[config.mk]
export PLATFORM = sky130hd
export DESIGN_NAME = stack_cache_line_fetch_unit
export DESIGN_NICKNAME = d
export VERILOG_FILES = /design/src/rtl/stack_cache_line_fetch_unit.sv
export SDC_FILE = /design/constraint.sdc
export NUM_CORES = 1
export LEC_CHECK = 0
export CORE_MARGIN = 2
export CORE_UTILIZATION = 50
export CTS_CLUSTER_SIZE = 10
export DETAILED_ROUTE_END_ITERATION = 8
export PLACE_DENSITY = 0.86
export SLEW_MARGIN = 20
export SYNTH_ARGS = -nofsm -noshare
export SYNTH_HDL_FRONTEND = slang
export SYNTH_SLANG_ARGS = --single-unit
[constraint.sdc]
create_clock -name clk -period 6.2 [get_ports clk]
set_input_delay 1.86 -clock clk [delete_from_list [all_inputs] [get_ports clk]]
set_output_delay 1.86 -clock clk [all_outputs]
set_load 0.05 [all_outputs]
[src/rtl/stack_cache_line_fetch_unit.sv]
// Line-fetch engine for the stack cache. Fetch commands are queued, each one
// waits until its destination slot is clean, then a single line read is issued
// and the returned beats are streamed into line storage. A done pulse marks the
// slot ready. Cancel flushes queued work and squashes any read already in flight.
//
// state      | meaning
// -----------+----------------------------------------------------------
// IDLE       | nothing in progress; pop the next command if one is queued
// WAIT_CLEAN | holding the current command until its slot has no dirty data
// REQ        | line read offered to memory, waiting for acceptance
// BEAT       | collecting response beats (fills suppressed when squashed)
// DONE       | final beat written this cycle; done pulse asserted
module stack_cache_line_fetch_unit #(
  parameter int ADDR_WIDTH  = 16,
  parameter int DATA_WIDTH  = 16,
  parameter int LINE_BEATS  = 4,
  parameter int QUEUE_DEPTH = 4
) (
  input  logic                          clk,
  input  logic                          sync_rst,
  input  logic                          clk_en,
  input  logic                          cmd_valid,
  output logic                          cmd_ready,
  input  logic [ADDR_WIDTH-1:0]         cmd_addr,
  input  logic [1:0]                    cmd_slot,
  input  logic                          cancel,
  input  logic [3:0]                    slot_clean,
  output logic                          mem_req_valid,
  input  logic                          mem_req_ready,
  output logic [ADDR_WIDTH-1:0]         mem_req_addr,
  input  logic                          mem_resp_valid,
  input  logic [DATA_WIDTH-1:0]         mem_resp_data,
  output logic                          fill_we,
  output logic [1:0]                    fill_slot,
  output logic [$clog2(LINE_BEATS)-1:0] fill_beat,
  output logic [DATA_WIDTH-1:0]         fill_data,
  output logic                          done_valid,
  output logic [1:0]                    done_slot,
  output logic                          busy
);

  localparam int BEAT_W = $clog2(LINE_BEATS);
  localparam int PTR_W  = $clog2(QUEUE_DEPTH);
  localparam int CNT_W  = PTR_W + 1;
  localparam int OFS_W  = $clog2(LINE_BEATS * DATA_WIDTH / 8);
  localparam logic [ADDR_WIDTH-1:0] ALIGN_MASK = ~(ADDR_WIDTH'((1 << OFS_W) - 1));
  localparam logic [BEAT_W-1:0]     LAST_BEAT  = BEAT_W'(LINE_BEATS - 1);

  typedef enum logic [2:0] {
    S_IDLE,
    S_WAIT_CLEAN,
    S_REQ,
    S_BEAT,
    S_DONE
  } state_t;

  state_t                  state;
  logic [ADDR_WIDTH-1:0]   cur_addr;
  logic [1:0]              cur_slot;
  logic [BEAT_W-1:0]       beat_cnt;
  logic                    squash;

  logic [ADDR_WIDTH-1:0]   q_addr [QUEUE_DEPTH];
  logic [1:0]              q_slot [QUEUE_DEPTH];
  logic [PTR_W-1:0]        rd_ptr;
  logic [PTR_W-1:0]        wr_ptr;
  logic [CNT_W-1:0]        count;

  logic                    full;
  logic                    push;
  logic                    pop;
  logic [PTR_W-1:0]        wr_idx;

  assign full      = (count == CNT_W'(QUEUE_DEPTH));
  assign cmd_ready = !full;
  assign push      = cmd_valid && !full;
  // A cancelled unit does not start the next command in the same cycle.
  assign pop       = (state == S_IDLE) && (count != '0) && !cancel;
  // A command arriving together with cancel becomes the only entry, at slot 0.
  assign wr_idx    = cancel ? '0 : wr_ptr;

  assign mem_req_addr = cur_addr;
  assign busy         = (state != S_IDLE) || (count != '0);

  // Command storage; entries are only read when the count says they are valid.
  always_ff @(posedge clk) begin
    if (clk_en && push) begin
      q_addr[wr_idx] <= cmd_addr & ALIGN_MASK;
      q_slot[wr_idx] <= cmd_slot;
    end
  end

  // Queue pointers and occupancy, with cancel flushing everything but a same-cycle push.
  always_ff @(posedge clk or posedge sync_rst) begin
    if (sync_rst) begin
      rd_ptr <= '0;
      wr_ptr <= '0;
      count  <= '0;
    end else if (clk_en) begin
      if (cancel) begin
        rd_ptr <= '0;
        wr_ptr <= push ? PTR_W'(1) : '0;
        count  <= push ? CNT_W'(1) : '0;
      end else begin
        if (push) wr_ptr <= wr_ptr + PTR_W'(1);
        if (pop)  rd_ptr <= rd_ptr + PTR_W'(1);
        case ({push, pop})
          2'b10:   count <= count + CNT_W'(1);
          2'b01:   count <= count - CNT_W'(1);
          default: count <= count;
        endcase
      end
    end
  end

  // Fetch sequencer with registered request, fill and done outputs.
  always_ff @(posedge clk or posedge sync_rst) begin
    if (sync_rst) begin
      state         <= S_IDLE;
      cur_addr      <= '0;
      cur_slot      <= '0;
      beat_cnt      <= '0;
      squash        <= 1'b0;
      mem_req_valid <= 1'b0;
      fill_we       <= 1'b0;
      fill_slot     <= '0;
      fill_beat     <= '0;
      fill_data     <= '0;
      done_valid    <= 1'b0;
      done_slot     <= '0;
    end else if (clk_en) begin
      fill_we    <= 1'b0;
      done_valid <= 1'b0;
      case (state)
        S_IDLE: begin
          squash <= 1'b0;
          if (pop) begin
            cur_addr <= q_addr[rd_ptr];
            cur_slot <= q_slot[rd_ptr];
            state    <= S_WAIT_CLEAN;
          end
        end
        S_WAIT_CLEAN: begin
          if (cancel) begin
            state <= S_IDLE;
          end else if (slot_clean[cur_slot]) begin
            mem_req_valid <= 1'b1;
            state         <= S_REQ;
          end
        end
        S_REQ: begin
          // Once memory takes the request the beats will arrive regardless,
          // so a simultaneous cancel only squashes the fill.
          if (mem_req_ready) begin
            mem_req_valid <= 1'b0;
            beat_cnt      <= '0;
            squash        <= cancel;
            state         <= S_BEAT;
          end else if (cancel) begin
            mem_req_valid <= 1'b0;
            state         <= S_IDLE;
          end
        end
        S_BEAT: begin
          if (cancel) squash <= 1'b1;
          if (mem_resp_valid) begin
            beat_cnt <= beat_cnt + BEAT_W'(1);
            if (!squash && !cancel) begin
              fill_we   <= 1'b1;
              fill_slot <= cur_slot;
              fill_beat <= beat_cnt;
              fill_data <= mem_resp_data;
            end
            if (beat_cnt == LAST_BEAT) begin
              if (squash || cancel) begin
                state <= S_IDLE;
              end else begin
                done_valid <= 1'b1;
                done_slot  <= cur_slot;
                state      <= S_DONE;
              end
            end
          end
        end
        S_DONE: begin
          state <= S_IDLE;
        end
        default: begin
          state <= S_IDLE;
        end
      endcase
    end
  end

endmodule

After elaboration in Yosys (flattened, before gate mapping)
Memories as Yosys holds them, arrays and structs flattened. A register that Yosys moved wholly into a read port is not among the register bits. Index checks and enable logic that the tools add are counted.

Flip-flop bits (word level): 54. Word-level logic and storage cells: 108. Bits in latches: 0. Memories kept: 2. Memory bits (read-only): 0. Output and inout bits: 43. Input port bits: 45. Bits in writable memories: 60.

Equal/unequal tests: 16. Shift-type cells: 0. Reductions and logical operators: 29. $mul: 0. Div/mod/pow operators: 0. $add $sub $neg: 5. Magnitude comparators: 1. Bitwise gates (word level): 1. Multiplexer cells: 40.

Memory list: q_addr (depth 4, bits a word 13, rd ports 1, clocked after Yosys merged registers in 1, wr ports 1, line 63) `logic [ADDR_WIDTH-1:0] q_addr [QUEUE_DEPTH];`; q_slot (depth 4, bits a word 2, rd ports 1, clocked after Yosys merged registers in 1, wr ports 1, line 64) `logic [1:0] q_slot [QUEUE_DEPTH];`.

Operators by type and width (count): 3-bit two-way mux (9); 1-bit two-way mux (18); 2-bit two-way mux (7); 2-bit != test (second input constant) (7); 3-bit case mux with 4 select lines (1); 4-bit AND reduction (3); 3-bit nonzero test (4); 5-bit AND reduction (2); 2-bit nonzero test (4); 2-bit by 1-bit adder with 2-bit output (second input constant) (3); 3-bit by 2-bit equality test with 1-bit output (second input constant) (2); 3-bit != test (second input constant) (2); 3-bit case mux with 2 select lines (1); 2-bit AND reduction (3); 6-bit AND reduction (1); 1-bit logical AND (5); 2-bit equality test (second input constant) (2); 2-bit case mux with 2 select lines (1); 3-bit by 1-bit adder with 3-bit output (second input constant) (1); 3-bit by 1-bit equality test with 1-bit output (second input constant) (1); 3-bit equality test (second input constant) (1); 1-bit logical NOT (3); 3-bit logical NOT (1); 2-bit by 3-bit less-than comparator with 1-bit output (second input constant) (1); 8 further kinds (9).

Depth between registers and ports, before layout
Gate-level depths: netlist (run 1).

Word-level depth: 6. Gate-level depth with buffers: 10.

Worst setup path before layout (run 1)
No wires, ideal clock.

Kind: input port to flip-flop. From: input clk_en. To: memory q_addr[2][0] (netlist bit), enable pin. Arrival time: 3.320 ns. Slack: 2.474 ns. Data required time: 5.794 ns. Stages on the path: 4. Path through: buf_2 nor2b_1 nand2_1 nor3_1.

Word-level cells in the longest chain between the ends: 3.

Ends and longest elaborated chain: start, declared (line 21) `input logic clk_en,`; 1-bit logical AND (line 87) `if (clk_en && push) begin`; 1-bit two-way mux (line 87); 1-bit two-way mux (not written as such) (line 88) `q_addr[wr_idx] <= cmd_addr & ALIGN_MASK;`; end, declared (line 63).

No other way between the ends.

Final worst setup path (run 1)
From: register state[0]. To: output busy.

Word-level cells in the longest chain between the ends: 2.

Ends and longest elaborated chain: start, declared (line 57) `state_t state;`; start signal, assigned (line 119) `state <= S_IDLE;`; start signal, assigned (line 140) `state <= S_WAIT_CLEAN;`; start signal, assigned (line 145) `state <= S_IDLE;`; 3-bit nonzero test (line 83) `assign busy = (state != S_IDLE) || (count != '0);`; 1-bit logical OR (line 83); end, declared (line 39) `output logic busy`.

No other way between the ends.

==> metrics.txt, run 1 <==
clock network fraction of design power=0.317; logic gate share of total power=0.307; post-CTS sizing=0; total grt overflow=0; Internal Power=1.88 mW; CP max FO=18; Setup Skew=0.00584 ns; DR vias/cell=5.52; top layer in use=met4; Storage cell area=0.00313 sq mm; Net Sw Power=0.957 mW; Layout Nets=431; Worst IR Drop VDD=290 uV; antenna viol nets, final=0; R2R Setup Slk=3.41 ns; WHS=0.500 ns; worst setup margin=2.01 ns; critical path type=reg2out; FP Rows=35; final-layout fill cell count=664; Sequential Power Share=0.376; Leakage=2.38 nW; crit path from=state[0]; I/O Buffers=81; final hold vios=0; area of the multi-input gates=0.00153 sq mm; Cell Pwr Density=454 mW/mm^2; first-pass GRT wire length=14.8 mm; sequential share of the synthesized area=0.652; Starting Density=0.517; pin count of the biggest net entering global routing=54; initial DRC count=139; setup violators final=0; Worst-path clk slew=0.06 ns; Clock Sinks=113; CP endpoint=busy; DRC viols=0; final setup TNS=0 ns; fmax=239 MHz; FF-to-FF path depth=8; met3 wire length=479 microns; share of the synthesized area in the top cell type=0.376; layout cells sized above 1=0.257; RSZ-0062 raised after global routing=false; switching share of power=0.338; CTS root buf=clkbuf_8; wire per inst=17.5 microns; synth unique cells=58; Hold Startpoint=fill_beat[0]; Synth Cell Area=0.00480 sq mm; gr usage total=0.192; GPL Wtd Cong=0.844; vias=2905; Post-synth EDFFs=60; MaxCap Viol Count=0; post-route cell area=0.00623 sq mm; CTS tree=yes; Util after Layout=0.672; Synth Warn #=0; Critical Path RT=4.34 ns; met2 WL=4.89 mm; crit end category=output pin; vias in the first global route=3039; Final min period=4.19 ns; Chip Width=102 microns; post-cts hold buffer count=0; FF-to-FF Start=state[0]; WL final=9.22 mm; htree depth=4; startpoint types=flip-flop; # IOs=88; clk_lat worst skew=0.49 ns; final cycle utilization of the critical path=0.676; status=finished clean; syn avg cell area=16.0 sq um; antenna violations before repair=0; area of the core=0.00928 sq mm; n_diodes=0; Setup Slack @ Placement=1.77 ns; Pre-antenna DRT Iters=4; area grow syn2layout=30.0%; commonest register cell after synthesis=edfxtp_1; Synth Register Bits=113; DRT met1 WL=3.75 mm; Die Footprint=0.0104 sq mm; Final Max Tran Viols=0; ys async rst share=0.469; arrival time worst endpoint=2.33 ns; Crit Reg-Reg Endpoint=count[2]; Max clock buf depth=2; Post-CTS Setup Bufs=0; CTS Buf Count=17; cell accounting for the most synthesized area=edfxtp_1; HPWL after detailed placement=5.89 mm; Post-Synthesis Cells=300; ranking of synthesized cells by area=edfxtp_1 (38%), dfrtp_1 (28%), mux2_2 (8.7%); Post-DP Area=0.00567 sq mm; worst slew pin tran=0.853 ns; Min-Delay Path Class=reg2reg; Slew headroom=0.429; Die H=102 microns
flip-flops by register name, summed over array words and instances (netlist names), 2 cells and up:
register	flops
q_addr	52
rd_ptr	2
q_slot	8
fill_beat	2
mem_req_addr	13
fill_data	16
state	3
cur_slot	2
fill_slot	2
wr_ptr	2
done_slot	2
count	3
beat_cnt	2
cells in the final DEF (no fill, tap or decap), types with 3 or more instances in the layout:
cell and n:
dfrtp_1 52, clkinv_4 3, clkinvlp_4 4, a21oi_1 5
and3_1 4, nor3b_1 3, clkdlybuf4s50_1 81, nand3_1 3
conb_1 3, mux2_2 37, clkbuf_16 16, nand2_1 10
edfxtp_1 60, and2_1 3, buf_4 4, nor2_1 9
mux4_2 16, nand2b_1 3, nand3b_1 4, clkinv_1 3
o21ai_0 12, nor4_1 3, o21a_1 3, nor3_2 3
inv_1 3
through the flow:
stage / cells / total power [mW]
after floorplan: 302 / 1.69
after global placement: 494 / 1.92
after detailed placement: 494 / 1.95
after CTS: 526 / 2.86
after global routing: 526 / 2.96
final: 526 / 2.83
area by class of cell:
cell class	count	area share
clock buffer	18	0.0670
clock inverter	14	0.0227
inverter	4	0.00241
multi-input combinational	163	0.245
sequential	113	0.502
tap	129	0.0259
timing repair buffer	85	0.135
per-layer routing:
| layer | up-vias | GRT usage |
|---|---|---|
| li1 | 1329 | - |
| met2 | 92 | 0.322 |
| met5 | - | 0 |
| met3 | 11 | 0.0472 |
| met1 | 1473 | 0.241 |
| met4 | 0 | 0.0790 |
critical path: stages, from the launching register on:
cell	delay, ns
dfrtp_1	0.56
nor3_2	0.44
nand2_1	0.12
clkdlybuf4s50_1	0.72
power by group through the flow:
stage	Clock, mW	Combinational [mW]	Sequential [mW]
floorplan	0	0.457	1.23
global route	0.948	0.922	1.09
global placement	0	0.853	1.07
finish	0.899	0.870	1.06
CTS	0.913	0.878	1.07
detailed placement	0	0.871	1.08
logic make-up after synthesis:
kind of cell | after synthesis | synth area share
compound gates | 40 | 0.0595
buf+inv | 26 | 0.0329
other cells | 1 | 0.000782
flops | 113 | 0.652
mux | 56 | 0.169
simple gates | 62 | 0.0803
fa+ha+maj | 2 | 0.00522
synth_stat cells (3+ instances only):
cell type / count
edfxtp_1: 60
dfrtp_1: 53
mux2_2: 37
mux4_2: 16
o21ai_0: 12
nand2_1: 10
nor2_1: 9
buf_2: 8
a21oi_1: 5
and3_1: 4
buf_6: 4
clkbuf_1: 4
inv_1: 4
nand3b_1: 4
nor3_1: 4
and2_1: 3
buf_4: 3
nand2b_1: 3
nand3_1: 3
nor3b_1: 3
nor4_1: 3
o21a_1: 3
how the worst min path moves through the flow:
stage	endpoint	depth (start not counted)
2_1_floorplan	state[2]	1
3_3_place_gp	fill_data[0]	1
3_5_place_dp	fill_beat[0]	1
4_1_cts	fill_beat[0]	1
5_1_grt	mem_req_addr[8]	1
6_report	fill_beat[0]	1
Power figures use the tool's default switching activity.
==> inputs of run 2 (changes only) <==
==> constraint.sdc (replaced) <==
create_clock -name clk -period 4.02 [get_ports clk]
set_input_delay 1.206 -clock clk [delete_from_list [all_inputs] [get_ports clk]]
set_output_delay 1.206 -clock clk [all_outputs]
set_load 0.05 [all_outputs]
==> run 2 against run 1 <==
Against the previous run: sequential power increased by 55%; largest cell class unchanged; power rose by 60%; flip-flop and latch count is the same; non-clock buffer count grew 4; critical path depth is the same; die area unchanged; worst hold slack better by 0.0076 ns; via count rose by 1.0%; highest routed layer unchanged; clock power increased by 70%.
==> metrics.txt, run 2 (synthesized netlist as in run 1, its figures left out) <==
status=finished clean; gr usage total=0.207 (+0.0150); CP max FO=10 (-8); Final Max Tran Viols=0 (unchanged); MaxCap Viol Count=0 (unchanged); final-layout fill cell count=639 (-3.8%); Final min period=3.57 ns; Starting Density=0.517 (unchanged); Top Usage Layer GRT=met2; n_diodes=0 (unchanged); total grt overflow=0 (unchanged); fmax=280 MHz; worst setup margin=0.448 ns (-1.56 ns); Worst-path clk slew=0.05 ns (about the same); FP Rows=35 (unchanged); logic gate share of total power=0.301 (-0.006); WL final=9.97 mm (+8.2%); Largest register FFs=52 (unchanged); vias=2934 (+1.0%); startpoint types=flip-flop; pin count of the biggest net entering global routing=54 (unchanged); area of the core=0.00928 sq mm (unchanged); crit end category=output pin; first-pass GRT wire length=16.0 mm (+8.1%); wire per inst=18.8 microns (+7.4%); Setup Skew=0.0103 ns (+0.00445 ns); Chip Width=102 microns (unchanged); Cell Pwr Density=717 mW/mm^2 (+58%); Die H=102 microns (unchanged); Die Footprint=0.0104 sq mm (unchanged); initial DRC count=170 (+22%); Post-DP Area=0.00570 sq mm (+0.53%); DRC viols=0 (unchanged); Critical Path RT=2.81 ns (-1.53 ns); CTS Buf Count=17 (unchanged); DR vias/cell=5.54 (+0.24%); Slew headroom=0.481 (+0.0522); Setup Slack @ Placement=0.511 ns (-1.26 ns); Post-CTS Setup Bufs=0 (unchanged); Layout Nets=435 (+0.93%); final setup TNS=0 ns (unchanged); Clock Sinks=113 (unchanged); Max clock buf depth=2 (unchanged); post-cts hold buffer count=0 (unchanged); worst slew pin tran=0.778 ns (-0.0755 ns); register bank with the most flops=q_addr; antenna viol nets, final=0 (unchanged); Sequential Power Share=0.362 (-0.014); RSZ-0062 raised after global routing=false; CTS root buf=clkbuf_8; HPWL after detailed placement=6.49 mm (+10%); vias in the first global route=3131 (+3.0%); htree depth=4 (unchanged); final hold vios=0 (unchanged); Net Sw Power=1.49 mW (+56%); clock network fraction of design power=0.338 (+0.021); antenna violations before repair=0 (unchanged); switching share of power=0.329 (-0.00901); final cycle utilization of the critical path=0.888; critical path type=reg2out; most frequent cells in the layout=clkdlybuf4s50_1 (81), edfxtp_1 (60), dfrtp_1 (52); global routing usage on met1=0.249 (+0.00802); setup violators final=0 (unchanged); I/O Buffers=81 (unchanged); clk_lat worst skew=0.50 ns (about the same); layout cells sized above 1=0.269 (+0.0124); arrival time worst endpoint=2.37 ns (+0.04 ns); GPL Wtd Cong=0.798 (-5.5%); Tot Pwr=4.53 mW (+60%); CTS tree=yes; area grow syn2layout=31.8%; post-route cell area=0.00632 sq mm (+1.4%); met2 global-route usage=0.361 (+0.0390); Leakage=2.44 nW (+2.4%); met3 usage=0.0616 (+0.0144); Pre-antenna DRT Iters=4 (unchanged); commonest non-fill, non-tap cell in the layout=clkdlybuf4s50_1; # IOs=88 (unchanged); post-CTS sizing=0 (unchanged); Min-Delay Path Class=reg2reg; Internal Power=3.04 mW (+62%); Worst IR Drop VDD=493 uV (+70%)
==> run 2: metrics by stage <==
step	std cells	hold WS [ns]	util
after global routing	530	0.522	0.681
after detailed placement	498	0.496	0.614
after floorplan	302	0.480	-
final	530	0.507	0.681
after CTS	530	0.509	0.681
after global placement	498	0.487	0.614
==> run 2: layer usage <==
metal | vias to the layer above | wire length [microns]
met1 | 1494 | 3890
met5 | - | 0
met3 | 5 | 542
li1 | 1338 | -
met2 | 97 | 5480
met4 | 0 | 59
==> run 2: worst max-delay path, cell delays in order (launching register included) <==
cell and delay, ns:
dfrtp_1 0.47, nor3_1 0.57, nand2_1 0.11, clkdlybuf4s50_1 0.72
==> run 2: path summary, 6_finish.rpt <==
kind                                    end  slack, ns            start  cells after the start
max                                    busy       0.45         count[1]                      3
min                         mem_req_addr[3]       0.51  mem_req_addr[3]                      1
max reg2reg                        count[2]       1.27         state[0]                      8
min reg2reg                 mem_req_addr[3]       0.51  mem_req_addr[3]                      1
max in group asynchronous         rd_ptr[0]       2.29         sync_rst                      3
min in group asynchronous  mem_req_addr[15]       1.23         sync_rst                      3
==> run 2: cell type report <==
| class | count | area (sq um) | area share |
|---|---|---|---|
| sequential | 113 | 3130 | 0.495 |
| multi-input combinational | 163 | 1530 | 0.242 |
| timing repair buffer | 89 | 871 | 0.138 |
| clock buffer | 18 | 428 | 0.0677 |
| clock inverter | 14 | 188 | 0.0297 |
| tap | 129 | 161 | 0.0255 |
| inverter | 4 | 15.0 | 0.00238 |
==> run 2: power groups by stage <==
stage	registers, mW	clock network (mW)	logic (mW)
3_3_place_gp	1.64	0	1.33
3_5_place_dp	1.66	0	1.36
2_1_floorplan	1.89	0	0.706
4_1_cts	1.64	1.56	1.37
6_report	1.64	1.53	1.36
5_1_grt	1.68	1.61	1.44
==> variant: new RTL, settings of run 2 <==
The parameter `DATA_WIDTH` goes from 16 to 32.
--- a/src/rtl/stack_cache_line_fetch_unit.sv
+++ b/src/rtl/stack_cache_line_fetch_unit.sv
@@ -12,7 +12,7 @@
 // DONE       | final beat written this cycle; done pulse asserted
 module stack_cache_line_fetch_unit #(
   parameter int ADDR_WIDTH  = 16,
-  parameter int DATA_WIDTH  = 16,
+  parameter int DATA_WIDTH  = 32,
   parameter int LINE_BEATS  = 4,
   parameter int QUEUE_DEPTH = 4
 ) (
Interface: changed (resized fill_data and mem_resp_data); port bits go from 88 to 120. The function was not compared with the original's and may differ.
==> variant against run 2 <==
- area after synthesis rose by 7.2%
- wire length rose by 7.0%
- total power is 15% higher
- clock power down 5%
- sequential cell count rose by 11
- worst setup slack improved by 0.031 ns
- count of clock-buffer cells in the layout up 7
- utilization increased by 0.83 points
- design area grew 11%
- register-to-register slack better by 0.28 ns
==> variant: results (changes against run 2) <==
[placement]
dp.cells=562  ; was 498
dp_hpwl_um=7192  ; was 6494 um
dp_slack_ns=0.6079  ; was 0.5107 ns
gp_congestion=0.8213  ; was 0.7977
placed_area_um2=6412  ; was 5704 um2
portBuffers=111  ; was 81

[global_routing]
use_met3_pct=5.999  ; was 6.156%
grt_use_met1_pct=24.87  ; was 24.91%
grt_util_all_layers_pct=20.28  ; was 20.70%
grt_pass1_wl_um=17370  ; was 16040 um
grt_start_max_net_pins=38  ; was 54
grt_pass1_vias=3345  ; was 3131

[critical_path]
cp.arrival_ns=2.33  ; was 2.37 ns
reg2reg_depth=7  ; was 8
crit_start=count[0]  ; was count[1]
endpoint=busy  ; unchanged
slowest_stage=clkdlybuf4s50_1  ; unchanged
cp_max_fo=8  ; was 10

[synth]
synth_flop_cell=dfrtp_1  ; was edfxtp_1
netlist_instances=324  ; was 300
synth-edff-count=56  ; was 60
synth_common_cells=dfrtp_1 (68), edfxtp_1 (56), mux2_2 (52)  ; was edfxtp_1 (60), dfrtp_1 (53), mux2_2 (37)
ys_types=50  ; was 58
synth_area_leaders=dfrtp_1 (33%), edfxtp_1 (33%), mux2_2 (11%)  ; was edfxtp_1 (38%), dfrtp_1 (28%), mux2_2 (8.7%)

[timing]
tightest_slew_ns=0.7926  ; was 0.7779 ns
fin_skew_ns=0.008259  ; was 0.01029 ns

[power_and_ir_drop]
leakagePower_nw=2.787  ; was 2.437 nW
p_int_mw=3.316  ; was 3.041 mW
irDropWorstVdd_uv=397.6  ; was 493.0 uV

[routing]
route.layer.met1.wl_um=4359  ; was 3894 um
dr_wl_met2_um=5567  ; was 5475 um
drtIter0Drc=262  ; was 170
route.met3.wl_um=646  ; was 542 um
wl_per_cell_um=17.97  ; was 18.82 um
dr_total_vias=3188  ; was 2934

[layout]
layout-drive-gt1-share_pct=24.67  ; was 26.93%
fin_nets=508  ; was 435
fin_cells=594  ; was 530
largest_reg_flops=48  ; was 52

[run_status]
status=complete, no violations  ; unchanged

==> variant: cell count changes in the layout (fill, tap and decap cells not counted), moves of 4 or more <==
cell / run 2 / this run
clkbuf_1: 0 / 5
clkdlybuf4s50_1: 81 / 111
dfrtp_1: 52 / 67
edfxtp_1: 60 / 56
inv_1: 3 / 11
mux2_2: 37 / 52
==> variant: power groups by stage <==
| stage | combinational, mW | sequential, mW | clock [mW] |
|---|---|---|---|
| floorplan | 0.717 | 2.42 | 0 |
| global placement | 1.84 | 1.86 | 0 |
| detailed placement | 1.88 | 1.88 | 0 |
| CTS | 1.89 | 1.86 | 1.48 |
| global route | 1.98 | 1.91 | 1.54 |
| finish | 1.88 | 1.86 | 1.45 |
==> variant: logic make-up after synthesis <==
group,after synthesis,share of synthesized area [%]
buf+inv,33,3.406
compound gates,41,5.669
mux,70,18.59
fa+ha+maj,2,0.4865
flops,124,65.79
other cells,1,0.07292
simple gates,53,5.986
==> variant: worst min-delay path by stage <==
stage	from	to	depth (start not counted)
after global routing	fill_data[15]	fill_data[15]	1
after global placement	fill_we	fill_we	1
after detailed placement	fill_we	fill_we	1
after floorplan	squash	squash	2
final	fill_we	fill_we	1
after CTS	fill_we	fill_we	1
==> variant: final cells by class <==
cell class / count / area (um2)
clock buffers: 25 / 485.5
clock inverters: 7 / 87.58
fillers: 673 / 3152
inverters: 12 / 45.04
multi-input cells: 170 / 1610
flip-flops and latches: 124 / 3385
well taps: 136 / 170.2
repair buffers: 120 / 1204
==> variant: per-stage QoR <==
step / utilization, % / hold WS, ns
final: 68.91 / 0.4937
after CTS: 68.90 / 0.4968
after global routing: 68.91 / 0.5106
after detailed placement: 63.25 / 0.4794
after global placement: 63.25 / 0.4687
after floorplan: - / 0.4926
